### src/rtl/d_branch_cmp_pkg.sv
// Shared definitions for the D-stage branch resolution unit.
// Holds the branch condition encodings, the 2-bit predictor counter states
// and the counter step function used by the history table.
package d_branch_cmp_pkg;

   // Branch condition select. The two top codes never report taken.
   typedef enum logic [2:0] {
      CMP_EQ   = 3'b000,
      CMP_NE   = 3'b001,
      CMP_LEZ  = 3'b010,
      CMP_GTZ  = 3'b011,
      CMP_LTZ  = 3'b100,
      CMP_GEZ  = 3'b101,
      CMP_RSV6 = 3'b110,
      CMP_RSV7 = 3'b111
   } cmp_mode_e;

   // 2-bit saturating predictor counter; bit 1 is the prediction.
   typedef logic [1:0] bht_ctr_t;

   localparam bht_ctr_t SNT = 2'b00;  // strongly not taken
   localparam bht_ctr_t WNT = 2'b01;  // weakly not taken
   localparam bht_ctr_t WT  = 2'b10;  // weakly taken
   localparam bht_ctr_t ST  = 2'b11;  // strongly taken

   // Entries start weakly not taken so one taken outcome flips them.
   localparam bht_ctr_t BHT_RESET = WNT;

   // One saturating step toward ST on taken, toward SNT otherwise.
   function automatic bht_ctr_t bht_next(input bht_ctr_t cur, input logic taken);
      bht_ctr_t nxt;
      nxt = cur;
      case (cur)
         SNT:     nxt = taken ? WNT : SNT;
         WNT:     nxt = taken ? WT  : SNT;
         WT:      nxt = taken ? ST  : WNT;
         default: nxt = taken ? ST  : WT;
      endcase
      return nxt;
   endfunction

endpackage

### src/rtl/d_branch_cmp_bht.sv
// Branch history table: BHT_DEPTH 2-bit saturating counters indexed by PC.
// Latency: prediction is combinational from i_rd_pc; updates land on the next clk edge.
// Backpressure: none; the caller qualifies i_upd_en with stall/flush.
//
// Ports:
//   clk, reset   clock and asynchronous active-low reset (entries -> BHT_RESET)
//   i_rd_pc      PC whose entry drives o_pred
//   i_wr_pc      PC whose entry is stepped when i_upd_en is high
//   i_upd_en     apply one saturating step this edge
//   i_taken      step direction (1 toward ST, 0 toward SNT)
//   o_pred       bit 1 of the entry selected by i_rd_pc
module d_bht
   import d_branch_cmp_pkg::*;
#(
   parameter int BHT_DEPTH = 16,
   parameter int PC_LSB    = 2
) (
   input  logic        clk,
   input  logic        reset,
   input  logic [31:0] i_rd_pc,
   input  logic [31:0] i_wr_pc,
   input  logic        i_upd_en,
   input  logic        i_taken,
   output logic        o_pred
);

   localparam int IDX_W = $clog2(BHT_DEPTH);

   logic [IDX_W-1:0] w_rd_idx;
   logic [IDX_W-1:0] w_wr_idx;
   bht_ctr_t         r_tbl [BHT_DEPTH];

   // Index is the IDX_W bits starting at PC_LSB; higher PC bits alias.
   assign w_rd_idx = IDX_W'(i_rd_pc >> PC_LSB);
   assign w_wr_idx = IDX_W'(i_wr_pc >> PC_LSB);

   // Reads see the stored value, so a same-cycle update of the same
   // entry is reported with its pre-update state.
   assign o_pred = r_tbl[w_rd_idx][1];

   always_ff @(posedge clk or negedge reset) begin
      if (!reset) begin
         for (int i = 0; i < BHT_DEPTH; i++) begin
            r_tbl[i] <= BHT_RESET;
         end
      end else if (i_upd_en) begin
         r_tbl[w_wr_idx] <= bht_next(r_tbl[w_wr_idx], i_taken);
      end
   end

endmodule

### src/rtl/d_branch_cmp.sv
// D-stage branch resolution: condition compare, BHT prediction, mispredict pulse, event counters.
// Latency: D_CMP_out/pred_taken combinational; mispredict and counters registered, one cycle.
// Backpressure: stall or flush suppress the resolve event (no update, count or pulse).
//
// Ports:
//   clk, reset          clock and asynchronous active-low reset
//   rs_Data, rt_Data    forwarded operands (rt only used by EQ/NE)
//   cmp_mode            branch condition select (cmp_mode_e)
//   br_valid            D-stage instruction is a branch
//   D_PC                PC of the D-stage instruction (table index source)
//   stall, flush        D-stage hold / squash; either blocks resolution
//   D_CMP_out           raw condition result, not gated by br_valid
//   pred_taken          prediction from the table entry for D_PC
//   mispredict          one-cycle pulse after a resolve that disagreed with its prediction
//   br_cnt, taken_cnt   resolved / resolved-taken branch counts, wrapping
module d_branch_cmp
   import d_branch_cmp_pkg::*;
#(
   parameter int WIDTH     = 32,
   parameter int BHT_DEPTH = 16,
   parameter int PC_LSB    = 2
) (
   input  logic             clk,
   input  logic             reset,
   input  logic [WIDTH-1:0] rs_Data,
   input  logic [WIDTH-1:0] rt_Data,
   input  logic [2:0]       cmp_mode,
   input  logic             br_valid,
   input  logic [31:0]      D_PC,
   input  logic             stall,
   input  logic             flush,
   output logic             D_CMP_out,
   output logic             pred_taken,
   output logic             mispredict,
   output logic [31:0]      br_cnt,
   output logic [31:0]      taken_cnt
);

   logic        w_rs_neg;
   logic        w_rs_zero;
   logic        w_eq;
   logic        w_taken;
   logic        w_pred;
   logic        w_resolve;
   logic        r_mispredict;
   logic [31:0] r_br_cnt;
   logic [31:0] r_taken_cnt;

   // Signed tests against zero reduce to the sign bit and a zero detect.
   assign w_rs_neg  = rs_Data[WIDTH-1];
   assign w_rs_zero = (rs_Data == '0);
   assign w_eq      = (rs_Data == rt_Data);

   always_comb begin
      w_taken = 1'b0;
      case (cmp_mode_e'(cmp_mode))
         CMP_EQ:  w_taken = w_eq;
         CMP_NE:  w_taken = !w_eq;
         CMP_LEZ: w_taken = w_rs_neg || w_rs_zero;
         CMP_GTZ: w_taken = !w_rs_neg && !w_rs_zero;
         CMP_LTZ: w_taken = w_rs_neg;
         CMP_GEZ: w_taken = !w_rs_neg;
         default: w_taken = 1'b0;
      endcase
   end

   // Both stall and flush override br_valid.
   assign w_resolve = br_valid && !stall && !flush;

   d_bht #(
      .BHT_DEPTH (BHT_DEPTH),
      .PC_LSB    (PC_LSB)
   ) u_bht (
      .clk      (clk),
      .reset    (reset),
      .i_rd_pc  (D_PC),
      .i_wr_pc  (D_PC),
      .i_upd_en (w_resolve),
      .i_taken  (w_taken),
      .o_pred   (w_pred)
   );

   // Mispredict is rewritten every cycle, so it self-clears after one cycle
   // and consecutive resolves produce independent pulses.
   always_ff @(posedge clk or negedge reset) begin
      if (!reset) begin
         r_mispredict <= 1'b0;
         r_br_cnt     <= '0;
         r_taken_cnt  <= '0;
      end else begin
         r_mispredict <= w_resolve && (w_pred != w_taken);
         if (w_resolve) begin
            r_br_cnt <= r_br_cnt + 32'd1;
            if (w_taken) begin
               r_taken_cnt <= r_taken_cnt + 32'd1;
            end
         end
      end
   end

   assign D_CMP_out  = w_taken;
   assign pred_taken = w_pred;
   assign mispredict = r_mispredict;
   assign br_cnt     = r_br_cnt;
   assign taken_cnt  = r_taken_cnt;

endmodule

### config.mk
export PLATFORM = sky130hd
export DESIGN_NAME = d_branch_cmp
export DESIGN_NICKNAME = d
export VERILOG_FILES = /design/src/rtl/d_branch_cmp_pkg.sv /design/src/rtl/d_branch_cmp_bht.sv /design/src/rtl/d_branch_cmp.sv
export SDC_FILE = /design/constraint.sdc
export NUM_CORES = 1
export LEC_CHECK = 0
export CAP_MARGIN = 20
export CORE_MARGIN = 5
export CORE_UTILIZATION = 45
export CTS_BUF_LIST = sky130_fd_sc_hd__clkbuf_16
export DETAILED_ROUTE_END_ITERATION = 8
export PLACE_DENSITY = 0.78
export SLEW_MARGIN = 20
export SYNTH_ARGS = -nofsm -noshare
export SYNTH_HDL_FRONTEND = slang
export SYNTH_SLANG_ARGS = --single-unit
### constraint.sdc
create_clock -name clk -period 6.45 [get_ports clk]
set_input_delay 1.935 -clock clk [delete_from_list [all_inputs] [get_ports clk]]
set_output_delay 1.935 -clock clk [all_outputs]
set_load 0.02 [all_outputs]
==> results of run 1 <==
## timing repair
action / in CTS / in global routing
gates resized for setup: 1 / 2
hold endpoints to repair: 0 / 0
setup endpoints to repair: 1 / 1
## layout by cell type, fill, tap and decap left out, types with 2 or more instances in the layout
cell / n
a211oi_1: 3
inv_1: 8
nor2_1: 16
and4_1: 7
and2_1: 5
and3_1: 11
inv_6: 2
buf_4: 11
dfstp_2: 16
xnor2_1: 32
dfrtp_1: 81
o21ai_1: 10
nor2b_1: 3
nor4_1: 15
or2_2: 2
or3_1: 2
a2111oi_2: 11
nand3_1: 19
o21ai_0: 11
clkdlybuf4s50_1: 140
nor4_2: 2
xor2_1: 62
o211ai_1: 4
mux4_2: 8
a21oi_1: 5
nand2_1: 84
clkbuf_16: 9
o31ai_1: 16
a22oi_1: 2
clkinvlp_4: 2
nand4_1: 15
ha_1: 2
a2111oi_0: 6
nand2b_1: 3
nor3_1: 4
## routing by layer
| layer | track usage | share of wire | wire (µm) |
|---|---|---|---|
| met2 | 0.329 | 0.51 | 6840 |
| met1 | 0.256 | 0.42 | 5660 |
| met3 | 0.0428 | 0.048 | 645 |
| met5 | 0 | 0 | 0 |
| met4 | 0.0609 | 0.021 | 277 |
## flip-flops by register name (all words and copies together) (netlist names)
name and cells:
br_cnt 32, taken_cnt 32, u_bht.r_tbl 32, mispredict 1
## synthesized netlist by cell type, types with 5 or more instances
cell type / number / share of area
o21ai_1: 10 / 0.0096
nand4_1: 15 / 0.018
xnor2_1: 32 / 0.054
and4_1: 7 / 0.012
a21oi_1: 5 / 0.0048
dfrtp_1: 81 / 0.39
a2111oi_2: 11 / 0.032
xor2_1: 62 / 0.10
o31ai_1: 16 / 0.023
and3_1: 11 / 0.013
nand3_1: 19 / 0.018
mux4_2: 8 / 0.035
nor4_1: 17 / 0.020
clkbuf_1: 5 / 0.0036
nor2_1: 17 / 0.012
inv_1: 8 / 0.0058
and2_1: 5 / 0.0060
a2111oi_0: 6 / 0.010
o21ai_0: 11 / 0.011
dfstp_2: 16 / 0.081
nand2_1: 84 / 0.061
## per-stage QoR
| stage | instance area [µm²] | utilization | instances | setup TNS [ns] | power, W |
|---|---|---|---|---|---|
| finish | 7120 | 0.626 | 789 | 0 | 0.00152 |
| global route | 7120 | 0.626 | 789 | 0 | 0.00159 |
| CTS | 7100 | 0.625 | 789 | 0 | 0.00153 |
| detailed placement | 6800 | 0.598 | 774 | -0.0220 | 0.000986 |
| global placement | 6800 | 0.598 | 774 | -0.0184 | 0.000976 |
| floorplan | 5190 | - | 493 | 0 | 0.000826 |
## cells by family after synthesis
| logic type | Yosys count | share of synthesized area |
|---|---|---|
| flops | 97 | 0.472 |
| mux | 10 | 0.0388 |
| simple gates | 193 | 0.184 |
| buf+inv | 22 | 0.0203 |
| fa+ha+maj | 3 | 0.00699 |
| compound gates | 74 | 0.120 |
| xor+xnor | 94 | 0.159 |
## power by group
| part | leakage (nW) | switching (W) | total, W | internal [W] |
|---|---|---|---|---|
| combinational | 1.52 | 0.000141 | 0.000281 | 0.000139 |
| clock | 0.140 | 0.000237 | 0.000540 | 0.000304 |
| sequential | 1.26 | 0.0000410 | 0.000696 | 0.000655 |
| total | 2.92 | 0.000419 | 0.00152 | 0.00110 |
## area by class of cell
class | count | area (µm²)
Multi-Input combinational cell | 374 | 2670
Sequential cell | 97 | 2450
Clock inverter | 6 | 73.8
Inverter | 8 | 30.0
Timing Repair Buffer | 152 | 1500
Tap cell | 143 | 179
Clock buffer | 9 | 225
Fill cell | 939 | 4250
## how the worst max path moves through the flow
stage                     slack, ns  depth (start not counted)         end
after floorplan                1.16                          6   D_CMP_out
after global placement        -0.02                          8   D_CMP_out
after detailed placement      -0.02                          8   D_CMP_out
after CTS                      0.03                          8   D_CMP_out
after global routing           0.11                          5  pred_taken
final                          0.23                          5  pred_taken
==> metrics, run 1 <==
Hold Path Cell Cnt 1; PortBufs 142; hold endpoint br_cnt[31]; area grow syn2layout 37.2%; Die ar. 0.0138 mm²; GP Congestion 0.857; synthesized area per cell 10.5 µm²; CP top delay family buffers and inverters; post-synthesis register bit count 97; Cell Chain, Critical Path clkdlybuf4s50_1 -> mux4_2 -> a22oi_1 -> nand2_1 -> clkdlybuf4s50_1; Inserted Clock Buffers 9; Worst Setup Path Type in -> out; RSZ-0062 raised after global routing no; wire length per cell 17.0 µm; outcome finished, final reports clean; Mapped Nets 599; DR pass1 iterations 4; Data arrival, critical path 4.28 ns; ys async rst share 1.00; setup bufs post-CTS 0; CP Buf/Inv Count 2; vias in the first global route 4480; Starting Density 0.456; FF-to-FF setup slack 3.85 ns; DP Wirelength 10.4 mm; fmax 161 MHz; Worst Tran Pin Value 0.894 ns; Core ar. 0.0114 mm²; Worst Hold Class reg -> reg; CP Launch Type primary input; final setup fails 0; post-route ant nets 0; htree depth 3; I/O Pins 171; initial antenna violation count 0; all-layer global routing usage 0.197; Final period util 0.964; hold_ws 0.466 ns; post-synthesis sequential area ratio 0.472; pwr/cell area 213 mW/mm²; EDFF count, synth 0; GRT overflow 0; CP max-delay cell clkdlybuf4s50_1; final WL 13.4 mm; most frequent CP cell clkdlybuf4s50_1; Iter 0 DRT Violations 258; share of layout cells above drive strength 1 0.118; reg-to-reg endpoint u_bht.r_tbl[21]; clock tree sinks 97; largest net degree at the start of global routing 58; Die Width 117 µm; ys flop type dfrtp_1; CTS Hold Buffers Added 0; Worst EP required 4.51 ns; CP peak stage delay 0.79 ns; final worst setup slack 0.234 ns; DRC Markers 0; crit path launch D_PC[2]; Final Hold Fails 0; CTS tree built; Final #Nets 748; n_diodes 0; cell depth of the worst flop-to-flop path 7; Clk Latency, worst-skew pair 0.35 ns; Die Y 117 µm; Worst Setup End Kind primary output; cell leakage power 2.92 nW; routed vias/inst 5.45; post-synth cell types 46; root buffer cell clkbuf_16; reg2reg start u_bht.r_tbl[8]; Reg clk slew, reported paths 0.07 ns; CP max FO 7; num rows 39; Clock Path Buffers 2; hold_sp br_cnt[31]; Worst Skew 0.00743 ns; Ys Warns 0; DR vias 4300; first-pass GRT wire length 22.6 mm; Slew HR 0.392; Worst VDD drop 0.157 mV; Mapped Cells 493; minimum clock period 6.22 ns; Slew Limit Fails 0; Max Cap Viol 0; mapped cell area 0.00519 mm²; Placement Setup Slack -0.0220 ns
(Power assumes the default switching activity.)
==> inputs of run 2 (changes only) <==
Settings changed: HOLD_SLACK_MARGIN from default to 0.08, TNS_END_PERCENT from default to 100.
==> results of run 2 <==
No change in the layout: final DEF, timing and power equal those of run 1.
